**src/rtl/simon_pkg.sv**
```systemverilog
// Shared definitions for the Simon pattern-memory game engine: phase
// encodings, width helpers and the default symbol-index names.
package simon_pkg;

  // Nine phases need four bits; the phase port carries this encoding.
  localparam int unsigned PHASE_W = 4;

  localparam logic [PHASE_W-1:0] ST_IDLE     = 4'd0;
  localparam logic [PHASE_W-1:0] ST_LOAD     = 4'd1;
  localparam logic [PHASE_W-1:0] ST_SHOW_ON  = 4'd2;
  localparam logic [PHASE_W-1:0] ST_SHOW_OFF = 4'd3;
  localparam logic [PHASE_W-1:0] ST_INPUT    = 4'd4;
  localparam logic [PHASE_W-1:0] ST_RELEASE  = 4'd5;
  localparam logic [PHASE_W-1:0] ST_PASS     = 4'd6;
  localparam logic [PHASE_W-1:0] ST_LOSE     = 4'd7;
  localparam logic [PHASE_W-1:0] ST_WIN      = 4'd8;

  // Symbol indices of the classic five-button board.
  localparam int unsigned UP    = 0;
  localparam int unsigned DOWN  = 1;
  localparam int unsigned LEFT  = 2;
  localparam int unsigned RIGHT = 3;
  localparam int unsigned MID   = 4;

  function automatic int unsigned sym_width(input int unsigned n);
    return (n < 2) ? 1 : $clog2(n);
  endfunction

  function automatic int unsigned len_width(input int unsigned m);
    return (m < 1) ? 1 : $clog2(m + 1);
  endfunction

  function automatic int unsigned max_of(input int unsigned a, input int unsigned b);
    return (a > b) ? a : b;
  endfunction

endpackage

```
**src/rtl/simon_tick_timer.sv**
```systemverilog
// Loadable down-counter advanced by the tick enable. done flags the tick
// that consumes the last remaining count, so a phase loaded with N lasts
// exactly N ticks (a load of 0 behaves like 1).
module simon_tick_timer #(
  parameter int unsigned W = 4
) (
  input  logic         clk,
  input  logic         rst_n,
  input  logic         tick,
  input  logic         load,
  input  logic [W-1:0] load_val,
  output logic         done
);

  logic [W-1:0] cnt_q;

  // Load wins over a coincident tick; count saturates at zero.
  always_ff @(posedge clk or negedge rst_n) begin
    if (!rst_n) begin
      cnt_q <= '0;
    end else if (load) begin
      cnt_q <= load_val;
    end else if (tick && (cnt_q != '0)) begin
      cnt_q <= cnt_q - W'(1);
    end
  end

  assign done = tick && (cnt_q <= W'(1));

endmodule

```
**src/rtl/simon_seq_engine.sv**
```systemverilog
// Simon gameplay core: loads a random pattern, replays a growing prefix,
// checks button presses and reports pass/lose/win with a score.
// Optional feature macro: SIMON_HISCORE_EN adds the hiscore register/port.
module simon_seq_engine
  import simon_pkg::*;
#(
  parameter int unsigned NUM_SYMS      = 5,
  parameter int unsigned MAX_LEN       = 50,
  parameter int unsigned START_LEN     = 5,
  parameter int unsigned SHOW_TICKS    = 2,
  parameter int unsigned GAP_TICKS     = 1,
  parameter int unsigned TIMEOUT_TICKS = 3,
  parameter int unsigned PASS_TICKS    = 2,
  localparam int unsigned SYM_W = sym_width(NUM_SYMS),
  localparam int unsigned LEN_W = len_width(MAX_LEN)
) (
  input  logic               clk,
  input  logic               rst_n,
  input  logic               tick,
  input  logic               start,
  input  logic [SYM_W-1:0]   rnd,
  input  logic [NUM_SYMS-1:0] btn,
  output logic [PHASE_W-1:0] phase,
  output logic               sym_valid,
  output logic [SYM_W-1:0]   sym,
  output logic [LEN_W-1:0]   round_len,
  output logic [LEN_W-1:0]   score
`ifdef SIMON_HISCORE_EN
  ,
  output logic [LEN_W-1:0]   hiscore
`endif
);

  localparam int unsigned IDX_W = (MAX_LEN > 1) ? $clog2(MAX_LEN) : 1;
  localparam int unsigned TMR_W =
      len_width(max_of(max_of(SHOW_TICKS, GAP_TICKS), max_of(TIMEOUT_TICKS, PASS_TICKS)));
  localparam logic [LEN_W-1:0] LEN_ONE = LEN_W'(1);

  logic [PHASE_W-1:0] state_q, state_d;
  logic [LEN_W-1:0]   idx_q, idx_d;
  logic [LEN_W-1:0]   round_len_q, round_len_d;
  logic [LEN_W-1:0]   score_q, score_d;
  logic               sym_valid_q, sym_valid_d;
  logic [SYM_W-1:0]   sym_q, sym_d;
  logic [NUM_SYMS-1:0] btn_q;
  logic [SYM_W-1:0]   pat_q [MAX_LEN];

  logic               tmr_load, tmr_done;
  logic [TMR_W-1:0]   tmr_val;
  logic               pat_we;
  logic [SYM_W-1:0]   rnd_fold, pressed, cur_sym;
  logic               press, btn_one, last;

  simon_tick_timer #(.W(TMR_W)) u_timer (
    .clk      (clk),
    .rst_n    (rst_n),
    .tick     (tick),
    .load     (tmr_load),
    .load_val (tmr_val),
    .done     (tmr_done)
  );

  // Press decode: rising edge of "any button", one-hot check, binary index.
  always_comb begin
    press    = (btn != '0) && (btn_q == '0);
    btn_one  = (btn != '0) && ((btn & (btn - NUM_SYMS'(1))) == '0);
    pressed  = '0;
    for (int i = 0; i < NUM_SYMS; i++) begin
      if (btn[i]) pressed = SYM_W'(i);
    end
    // rnd < 2*NUM_SYMS always, so one subtraction folds it into range.
    rnd_fold = (rnd >= SYM_W'(NUM_SYMS)) ? rnd - SYM_W'(NUM_SYMS) : rnd;
    cur_sym  = pat_q[idx_q[IDX_W-1:0]];
    last     = (idx_q == round_len_q - LEN_ONE);
  end

  // Next-state, counters, timer loads and registered-output next values.
  always_comb begin
    state_d     = state_q;
    idx_d       = idx_q;
    round_len_d = round_len_q;
    score_d     = score_q;
    tmr_load    = 1'b0;
    tmr_val     = '0;
    pat_we      = 1'b0;
    case (state_q)
      ST_IDLE, ST_LOSE, ST_WIN: begin
        if (start) begin
          state_d     = ST_LOAD;
          idx_d       = '0;
          score_d     = '0;
          round_len_d = LEN_W'(START_LEN);
        end
      end
      ST_LOAD: begin
        pat_we = 1'b1;
        if (idx_q == LEN_W'(MAX_LEN - 1)) begin
          state_d  = ST_SHOW_ON;
          idx_d    = '0;
          tmr_load = 1'b1;
          tmr_val  = TMR_W'(SHOW_TICKS);
        end else begin
          idx_d = idx_q + LEN_ONE;
        end
      end
      ST_SHOW_ON: begin
        if (tmr_done) begin
          state_d  = ST_SHOW_OFF;
          tmr_load = 1'b1;
          tmr_val  = TMR_W'(GAP_TICKS);
        end
      end
      ST_SHOW_OFF: begin
        if (tmr_done) begin
          tmr_load = 1'b1;
          if (last) begin
            state_d = ST_INPUT;
            idx_d   = '0;
            tmr_val = TMR_W'(TIMEOUT_TICKS);
          end else begin
            state_d = ST_SHOW_ON;
            idx_d   = idx_q + LEN_ONE;
            tmr_val = TMR_W'(SHOW_TICKS);
          end
        end
      end
      ST_INPUT: begin
        // A press outranks a timeout expiring on the same tick.
        if (press) begin
          state_d = (btn_one && (pressed == cur_sym)) ? ST_RELEASE : ST_LOSE;
        end else if (tmr_done) begin
          state_d = ST_LOSE;
        end
      end
      ST_RELEASE: begin
        if (btn == '0) begin
          tmr_load = 1'b1;
          if (last) begin
            state_d = ST_PASS;
            score_d = score_q + LEN_ONE;
            tmr_val = TMR_W'(PASS_TICKS);
          end else begin
            state_d = ST_INPUT;
            idx_d   = idx_q + LEN_ONE;
            tmr_val = TMR_W'(TIMEOUT_TICKS);
          end
        end
      end
      ST_PASS: begin
        if (tmr_done) begin
          if (round_len_q == LEN_W'(MAX_LEN)) begin
            state_d = ST_WIN;
          end else begin
            state_d     = ST_SHOW_ON;
            round_len_d = round_len_q + LEN_ONE;
            idx_d       = '0;
            tmr_load    = 1'b1;
            tmr_val     = TMR_W'(SHOW_TICKS);
          end
        end
      end
      default: state_d = ST_IDLE;
    endcase

    sym_valid_d = (state_d == ST_SHOW_ON) || (state_d == ST_RELEASE);
    sym_d       = sym_q;
    if (state_d == ST_SHOW_ON) begin
      sym_d = pat_q[idx_d[IDX_W-1:0]];
    end else if ((state_q == ST_INPUT) && (state_d == ST_RELEASE)) begin
      sym_d = pressed;
    end
  end

  // Control state and registered outputs.
  always_ff @(posedge clk or negedge rst_n) begin
    if (!rst_n) begin
      state_q     <= ST_IDLE;
      idx_q       <= '0;
      round_len_q <= '0;
      score_q     <= '0;
      sym_valid_q <= 1'b0;
      sym_q       <= '0;
      btn_q       <= '0;
    end else begin
      state_q     <= state_d;
      idx_q       <= idx_d;
      round_len_q <= round_len_d;
      score_q     <= score_d;
      sym_valid_q <= sym_valid_d;
      sym_q       <= sym_d;
      btn_q       <= btn;
    end
  end

  // Pattern storage; contents are don't-care until the first load.
  always_ff @(posedge clk) begin
    if (pat_we) pat_q[idx_q[IDX_W-1:0]] <= rnd_fold;
  end

`ifdef SIMON_HISCORE_EN
  logic [LEN_W-1:0] hiscore_q;

  // Best score, captured when a game ends; only rst_n clears it.
  always_ff @(posedge clk or negedge rst_n) begin
    if (!rst_n) begin
      hiscore_q <= '0;
    end else if (((state_d == ST_LOSE) || (state_d == ST_WIN)) && (state_d != state_q) &&
                 (score_q > hiscore_q)) begin
      hiscore_q <= score_q;
    end
  end

  assign hiscore = hiscore_q;
`endif

  assign phase     = state_q;
  assign sym_valid = sym_valid_q;
  assign sym       = sym_q;
  assign round_len = round_len_q;
  assign score     = score_q;

endmodule
```
**config.mk**
```make
export PLATFORM = sky130hd
export DESIGN_NAME = simon_seq_engine
export DESIGN_NICKNAME = d
export VERILOG_FILES = /design/src/rtl/simon_pkg.sv /design/src/rtl/simon_tick_timer.sv /design/src/rtl/simon_seq_engine.sv
export SDC_FILE = /design/constraint.sdc
export NUM_CORES = 1
export LEC_CHECK = 0
export BUFFER_PORTS_ARGS = -buffer_cell sky130_fd_sc_hd__buf_4
export CAP_MARGIN = 30
export CORE_MARGIN = 10
export CORE_UTILIZATION = 40
export DETAILED_ROUTE_END_ITERATION = 8
export GPL_TIMING_DRIVEN = 1
export PLACE_DENSITY_LB_ADDON = 0.15
export SETUP_SLACK_MARGIN = 0.05
export SLEW_MARGIN = 5
export SYNTH_ARGS = -nofsm -noshare
export SYNTH_HDL_FRONTEND = slang
export SYNTH_SLANG_ARGS = --single-unit
```
**constraint.sdc**
```tcl
create_clock -name clk -period 4.5 [get_ports clk]
set_clock_uncertainty 0.05 [all_clocks]
set_input_delay 1.35 -clock clk [delete_from_list [all_inputs] [get_ports clk]]
set_output_delay 1.35 -clock clk [all_outputs]
set_load 0.01 [all_outputs]
```
* Word level (Yosys, flattened, before mapping)
Memory sizes are Yosys's and may differ from the RTL's.
Index checks and enable logic that the tools add are counted.
** Word-level totals
- Bits in registers :: 33
- RAM bits :: 150
- Bits of input ports :: 12
- Output and inout bits :: 20
- Logic and storage cells :: 116
- Memories :: 1
** Memories
- pat_q :: words 50, width 3, rd ports 2, clocked after memory_dff 0, write ports 1, line simon_seq_engine.sv:46 : logic [SYM_W-1:0] pat_q [MAX_LEN];
** Cells by class
- Add/subtract/negate cells :: 7
- Order comparisons :: 2
- Equality and inequality tests :: 19
- Mux-type cells :: 57
- Bitwise logic cells :: 1
- Reductions and logical operators :: 21
** Operators by type and width (number)
- 6-bit 2-to-1 mux :: 14
- 4-bit 2-to-1 mux :: 9
- 6-bit one-hot mux with 5 select lines :: 1
- 4-bit one-hot mux with 7 select lines :: 1
- 6-bit one-hot mux with 2 select lines :: 2
- 4-bit by 3-bit equality test with 1-bit output (second input constant) :: 5
- 2-bit 2-to-1 mux :: 10
- 6-bit by 1-bit adder with 6-bit output (second input constant) :: 3
- 3-bit 2-to-1 mux :: 6
- 5-bit zero test :: 3
- 4-bit by 2-bit equality test with 1-bit output (second input constant) :: 3
- 6-bit equality test (second input constant) :: 2
- 1-bit 2-to-1 mux :: 12
- 2-bit != test (second input constant) :: 5
- 2-bit one-hot mux with 5 select lines :: 1
- 2-bit nonzero test :: 5
- 4-bit AND reduction :: 2
- 6-bit equality test :: 1
- 1-bit logical AND :: 6
- 6-bit by 1-bit subtractor with 6-bit output (second input constant) :: 1
- 5-bit bitwise AND :: 1
- 5-bit nonzero test :: 1
- 5-bit by 1-bit subtractor with 5-bit output (second input constant) :: 1
- 4-bit by 1-bit equality test with 1-bit output (second input constant) :: 1
- 11 further kinds :: 11

* Logic depth before layout (Yosys ltp)
Gate-level depths: netlist of run 1.
- Word-level depth :: 13
- Mapped depth :: 20
- Mapped depth without buffers :: 17

* Cells and area by module
Synthesis of run 1 repeated with hierarchy kept, for this count alone.
** Second synthesis, totals
- Cell total of the unflattened synthesis :: 933
- Area, all modules :: 10402.5 um^2
** By module, submodules not included
- simon_seq_engine :: instances 1, cells each 919, area each 10254.8 um^2, sequential area each 5280.1 um^2
- simon_tick_timer :: instances 1, cells each 14, area each 147.6 um^2, sequential area each 50.0 um^2

* Worst setup path before layout of run 1
Ideal clock, no wire load.
- Kind :: input -> register
- From :: in btn[1]
- To :: reg sym_q[0], in the netlist sym[0]
- Library setup time :: 95 ps
- Arrival :: 4228 ps
- Data required time :: 4355 ps
- Setup slack :: 127 ps
- Cell stages on the path :: 14
- Path buffers :: 2
- Cell sequence :: or3_1 > or4_4 > nand3_2 > o21ai_4 > nor3_4 > nor2_4 > clkinv_4 > buf_12 > buf_8 > a211oi_1 > o2111ai_1 > o311ai_1 > a2111o_1 > o31ai_1
** Between the ends
- Longest elaborated chain between the ends :: 12
- Elaborated cells between the ends (all ways) :: 26
- Those cells by class :: 1 x add/sub; 3 x eq/ne; 12 x mux; 1 x bitwise; 8 x reduce/logical; 1 x memory
** Ends and longest elaborated chain
- start, declared :: line simon_seq_engine.sv:22 : input logic [NUM_SYMS-1:0] btn,
- branches (longest 12 deep; another with 5-bit by 1-bit subtractor with 5-bit output)
- end signal, assigned :: line simon_seq_engine.sv:190 : sym_q <= sym_d;
- end, declared :: line simon_seq_engine.sv:44 : logic [SYM_W-1:0] sym_q, sym_d;
Several ways; the timed one is not identified. The select of a mux whose other input is x is not followed.
A chain may end at the register's enable or synchronous reset.

* Final worst setup path of run 1
- From :: in btn[1]
- To :: reg sym_q[1], in the netlist sym[1]
The elaborated chain is that of the path after synthesis.

==> results by group, run 1 <==
Routing
  • Routed Antenna Nets: 0
  • Routed len/inst: 24.3 um
  • WL final: 31900 um
  • DR DRC count: 0
  • DRT iter0 DRCs: 819
  • DRT Pass-1 Iters: 5
  • Via count: 7909
  • Vias per cell: 6.03

Setup path
  • CP max stage delay: 550 ps
  • CP startpoint kind: input port
  • CP max-delay cell: or4_1
  • R2R setup slack: 290 ps
  • Crit Path Class: input port to flop
  • CP endpoint kind: flop
  • CP max FO: 14
  • Crit path DAT: 4590 ps
  • WP data required: 4780 ps
  • Crit-path cells: buf_4 > or3_4 > or4_4 > nand3_2 > o21ai_4 > nor3_4 > nor2_4 > inv_8 > buf_12 > nand2_1 > a311oi_2 > nor4_1 > or4_1 > o41ai_2

Floorplanning
  • Chip width: 179 um
  • # IOs: 32
  • Row cnt: 58
  • Die Y: 179 um
  • Placeable Area: 25000 um^2
  • DIE AREA: 32100 um^2
  • Initial Util: 40.4%

Logic synthesis
  • Register area share after synthesis: 52.7%
  • Yosys cell types: 88
  • Post-synth top cells: 150 x edfxtp_1, 112 x nand2_1, 88 x nor2_1
  • Post-synthesis async set-or-reset flop share: 18.0%
  • Post-Syn Area: 10100 um^2
  • Synthesized area per cell: 11.4 um^2
  • Leading area contributor after synthesis: edfxtp_1
  • EDFF count, synth: 150
  • Ranking of synthesized cells by area: edfxtp_1 44%, dfrtp_1 8.2%, mux2i_1 5.0%
  • Syn Nets: 913
  • Mapped Cells: 890
  • Primary FF master, synth: edfxtp_1
  • Most common cell in the netlist: edfxtp_1
  • Flops & latches, synth: 183
  • YS warnings: 0
  • Area share of the largest cell type after synthesis: 44.5%

STA
  • RSZ-0062 raised after global routing: false
  • Fin crit period: 4310 ps
  • Fin Hold WS: 474 ps
  • Fin. max-slew vios: 0
  • Count of final setup violators: 0
  • Fin. Hold Viols: 0
  • Worst-Margin Slew: 940 ps
  • Fmax: 0.232 GHz
  • Max_slew headroom: 36.4%
  • Final worst-path cycle share: 95.7%

Final layout
  • Diode count: 0
  • Fillers: 2297
  • Multi-input logic area: 4400 um^2
  • P&R area growth vs syn: 17.7%
  • FF+latch area: 5330 um^2
  • Post-Layout Cell Count: 1312
  • Nets: 992
  • Ratio of cells with drive above 1 in the final layout: 22.0%

Clocking
  • Post-CTS Setup Repair Bufs: 0
  • Root Buffer: clkbuf_16
  • Clk_lat worst skew: 460 ps
  • CTS tree: yes
  • Clk buf depth: 2
  • Clock transition at path regs: 90 ps
  • CTS sink cnt: 183
  • Total CTS buffers: 17
  • CTS HTree Levels: 4
  • Hold bufs inserted after CTS: 0

Global route
  • Antenna violations before repair: 0
  • Largest net degree at the start of global routing: 51
  • Remaining Overflow, GRT: 0
  • First-pass GRT wire length: 47900 um
  • Overall global routing resource usage: 20.1%
  • Vias in the first global route: 7630

Pwr
  • Leakage: 4.31 nW
  • Power Total: 7.52 mW
  • Net Sw Power: 3.14 mW
  • Cell Pwr Density: 631 nW/um^2
  • Combinational power share: 51.6%
  • Max VDD drop: 0.000316 V
  • Clk pwr share: 21.1%
  • P_int: 4.38 mW
  • Switching Share: 41.8%
  • Sequential share of power: 27.3%

Min path
  • Hold Crit Class: flop to flop

Job
  • Max-Cap Viols: 0

Placed design
  • DP HPWL: 23000 um
  • Cells after DPL: 1280
  • Final GP Congestion: 0.910
  • I/O Buffers: 31

Run status
  • Status: completed
-- logic make-up after synthesis --
| kind of cell | after synthesis | share of synthesized area (%) |
|---|---|---|
| buffers and inverters | 88 | 4.31 |
| muxes | 78 | 10.5 |
| AOI/OAI and AO/OA | 173 | 12.9 |
| and+or+nand+nor | 339 | 16.7 |
| DFF | 183 | 52.7 |
| adders and majority gates | 11 | 1.36 |
| xor gates and xnor gates | 18 | 1.56 |
-- worst max-delay path, delay by kind of cell --
kind	cells	cell delay [ps]
buffers and inverters	3	390
AO/OA/AOI/OAI	3	740
AND/OR/NAND/NOR	8	2080
-- power groups by stage --
stage / sequential (mW) / combinational [mW] / clock [mW]
floorplan: 2.05 / 2.37 / 0
global placement: 2.09 / 3.77 / 0
CTS: 2.05 / 3.79 / 1.61
global route: 2.06 / 4.15 / 1.68
finish: 2.05 / 3.88 / 1.59
detailed placement: 2.09 / 3.77 / 0
-- final timing paths --
check	start	to	cells after the start
setup / recovery	btn[1]	sym[1]	14
hold / removal	score[0]	score[0]	1
setup reg to reg	round_len[0]	sym[1]	16
hold reg to reg	score[0]	score[0]	1
max in group asynchronous	rst_n	idx_q[1]	1
min in group asynchronous	rst_n	score[4]	1
-- layout make-up --
class                           instances  share of cell area [%]
Sequential cell                       183                    44.8
Multi-Input combinational cell        619                    37.0
Timing Repair Buffer                  121                    8.53
Inverter                               27                   0.914
Clock inverter                         15                    1.80
Clock buffer                           17                    3.57
Tap cell                              330                    3.47
-- metal layers --
layer | wire length [um] | global-route usage (%)
met5 | 0 | 0
met1 | 13800 | 27.7
met2 | 14700 | 31.3
met4 | 705 | 6.51
met3 | 2670 | 4.02
-- timing repair --
item / 4_1_cts / 5_1_grt
pin swaps: 0 / 2
cloned: 0 / 0
endpoints found under the setup margin: 1 / 3
resized for setup: 1 / 8
-- through the flow --
stage | util (%) | area [um^2] | setup TNS, ps | setup WS [ps]
after floorplan | - | 10100 | 0 | 127
after global placement | 44.9 | 11200 | -798 | -276
after detailed placement | 44.9 | 11200 | -961 | -419
after CTS | 47.5 | 11900 | 0 | 160
after global routing | 47.6 | 11900 | 0 | 47.6
final | 47.6 | 11900 | 0 | 194
-- cell usage in the layout (no fill, tap or decap), types with 17 or more instances in the layout --
cell type and count:
inv_1 21, nand2_1 112, nor2_1 88, buf_4 111
o21ai_0 17, mux2i_1 51, clkbuf_16 17, mux4_2 22
and3_1 20, a21oi_1 30, edfxtp_1 150, dfrtp_1 31
nand3_1 21
-- registers in the layout (all words and copies together), names as in the netlist --
| register | cells |
|---|---|
| pat_q | 150 |
| idx_q | 6 |
| round_len | 6 |
| score | 6 |
| btn_q | 5 |
| phase | 4 |
| sym | 3 |
| u_timer.cnt_q | 2 |
| sym_valid | 1 |
(Power assumes the default switching activity.)
==> run 2, diff against run 1 <==
--- a/config.mk
+++ b/config.mk
@@ -5,11 +5,11 @@
 export SDC_FILE = /design/constraint.sdc
 export NUM_CORES = 1
 export LEC_CHECK = 0
-export BUFFER_PORTS_ARGS = -buffer_cell sky130_fd_sc_hd__buf_4
 export CAP_MARGIN = 30
 export CORE_MARGIN = 10
 export CORE_UTILIZATION = 40
 export DETAILED_ROUTE_END_ITERATION = 8
+export DONT_BUFFER_PORTS = 1
 export GPL_TIMING_DRIVEN = 1
 export PLACE_DENSITY_LB_ADDON = 0.15
 export SETUP_SLACK_MARGIN = 0.05
==> run 2 against run 1 <==
Net effect: clock-buffer cell count is the same; design area shrank 2.7%; worst hold slack gained 46 ps; global-route usage grew 0.35 points; critical path type is now flop to flop; largest cell class unchanged; largest power group unchanged; highest routed layer is now met5.
==> results by group, run 2 (synthesis gave the netlist of run 1 again) <==
Run status
  • Status: completed

STA
  • Count of final setup violators: 0 (unchanged)
  • Fin. max-slew vios: 0 (unchanged)
  • RSZ-0062 raised after global routing: false
  • Final WS setup: 317 ps (+123 ps)
  • Final worst-path cycle share: 93.0% (-2.7 points)
  • Worst-Margin Slew: 798 ps (-142 ps)
  • Fmax: 0.239 GHz (+2.9%)
  • Fin. Hold Viols: 0 (unchanged)
  • Fin crit period: 4180 ps (-123 ps)
  • Max_slew headroom: 46.7% (+10 points)
  • Fin Hold WS: 520 ps (+45.9 ps)

Final layout
  • Fillers: 2291 (-0.26%)
  • FF+latch area: 5330 um^2 (unchanged)
  • Post-Layout Cell Count: 1277 (-2.7%)
  • Most frequent cells in the layout: 150 x edfxtp_1, 112 x nand2_1, 88 x nor2_1, 80 x buf_4, 51 x mux2i_1
  • P&R area growth vs syn: 14.6%
  • Multi-input logic area: 4400 um^2 (about the same)
  • Ratio of cells with drive above 1 in the final layout: 18.9% (-3.1 points)
  • Diode count: 0 (unchanged)
  • Most common cell after layout, fill and taps aside: edfxtp_1
  • Largest register FFs: 150 (unchanged)
  • Nets: 957 (-3.5%)

Clocking
  • Clk buf depth: 2 (unchanged)
  • CTS tree: yes
  • Root Buffer: clkbuf_16
  • CTS HTree Levels: 4 (unchanged)
  • Total CTS buffers: 17 (unchanged)
  • Clk_lat worst skew: 450 ps (about the same)
  • Post-CTS Setup Repair Bufs: 0 (unchanged)
  • CTS sink cnt: 183 (unchanged)
  • Clock transition at path regs: 90 ps (about the same)
  • Hold bufs inserted after CTS: 0 (unchanged)
  • Post-cts sizing count: 0 (-1)

Setup path
  • Crit path DAT: 4480 ps (-110 ps)
  • CP startpoint kind: flop
  • WP data required: 4800 ps (+20 ps)
  • CP endpoint kind: flop
  • Worst reg2reg path startpoint: round_len[0]
  • R2R setup slack: 320 ps (+30 ps)
  • RR Endpoint: sym[0]
  • CP max FO: 21 (+7)
  • R2R depth: 17 (+1)
  • Crit Path Class: flop to flop

Routing
  • Routed Antenna Nets: 0 (unchanged)
  • DR DRC count: 0 (unchanged)
  • Vias per cell: 6.16 (+2.2%)
  • DRT iter0 DRCs: 1186 (+45%)
  • DRT Pass-1 Iters: 5 (unchanged)
  • Routed len/inst: 25.4 um (+4.6%)
  • WL final: 32500 um (+1.8%)
  • Via count: 7869 (-0.51%)

Floorplanning
  • DIE AREA: 32100 um^2 (unchanged)
  • Chip width: 179 um (unchanged)
  • Placeable Area: 25000 um^2 (unchanged)
  • # IOs: 32 (unchanged)
  • Row cnt: 58 (unchanged)
  • Die Y: 179 um (unchanged)
  • Initial Util: 40.4% (unchanged)

Job
  • Max-Cap Viols: 0 (unchanged)

Min path
  • Hold Crit Class: flop to flop
  • Depth of the worst hold-timing path: 2 (+1)
  • Hold Startpoint: round_len[1]
  • Hold EP: round_len[1]

Placed design
  • Worst slack at placement: -81.7 ps (+337 ps)
  • Final GP Congestion: 0.998 (+9.7%)
  • DP HPWL: 23100 um (+0.70%)
  • Cells after DPL: 1245 (-2.7%)
  • I/O Buffers: 0 (-100%)

Global route
  • Antenna violations before repair: 1 (+1)
  • Overall global routing resource usage: 20.5% (+0.35 points)
  • Vias in the first global route: 7582 (-0.63%)
  • First-pass GRT wire length: 49100 um (+2.3%)
  • Largest net degree at the start of global routing: 59 (+16%)
  • Remaining Overflow, GRT: 0 (unchanged)

Pwr
  • Max VDD drop: 0.000273 V (-13%)
  • Leakage: 4.12 nW (-4.6%)
  • Cell Pwr Density: 636 nW/um^2 (+0.75%)
-- run 2: layer usage --
layer  routed length [um]  GRT usage [%]
met2                14700           31.1
met1                14300           29.4
met5                   13              0
met4                  525           4.58
met3                 2860           4.21
-- run 2: how the worst max path moves through the flow --
stage	from	to	slack [ps]	depth (start not counted)
floorplan	btn[1]	sym[0]	130	14
global placement	btn[1]	sym[2]	-110	12
detailed placement	btn[1]	sym[1]	-80	12
CTS	round_len[0]	sym[1]	180	17
global route	round_len[0]	sym[0]	80	17
finish	round_len[0]	sym[0]	320	17
-- run 2: power breakdown --
| group | internal [mW] | switching, mW | total (mW) |
|---|---|---|---|
| clock | 0.762 | 0.799 | 1.56 |
| sequential | 1.95 | 0.100 | 2.05 |
| combinational | 1.55 | 2.21 | 3.76 |
-- run 2: stage by stage --
stage | power [mW] | area (um^2) | utilization, % | setup TNS, ps
2_1_floorplan | 4.41 | 10100 | - | 0
3_3_place_gp | 5.76 | 11000 | 43.7 | -220
3_5_place_dp | 5.76 | 11000 | 43.7 | -196
4_1_cts | 7.32 | 11600 | 46.2 | 0
5_1_grt | 7.75 | 11600 | 46.3 | 0
6_report | 7.38 | 11600 | 46.3 | 0
-- run 2: layout make-up --
cell class	count	share of cell area, %
multi-input combinational	619	38.0
clock inverter	15	1.70
tap	330	3.56
clock buffer	17	3.67
timing repair buffer	86	6.21
sequential	183	46.0
inverter	27	0.917
-- run 2: worst max-delay path, stage by stage, from the launching register on --
cell	delay, ps
dfrtp_1	350
inv_1	60
ha_1	330
xor2_1	160
nand2_1	80
or3_1	400
or2_2	380
ha_1	300
o22ai_1	80
a21oi_1	160
o21a_2	220
buf_12	190
buf_4	160
a211oi_1	40
a311oi_1	330
a2111oi_0	160
a2111o_1	310
o31ai_1	290
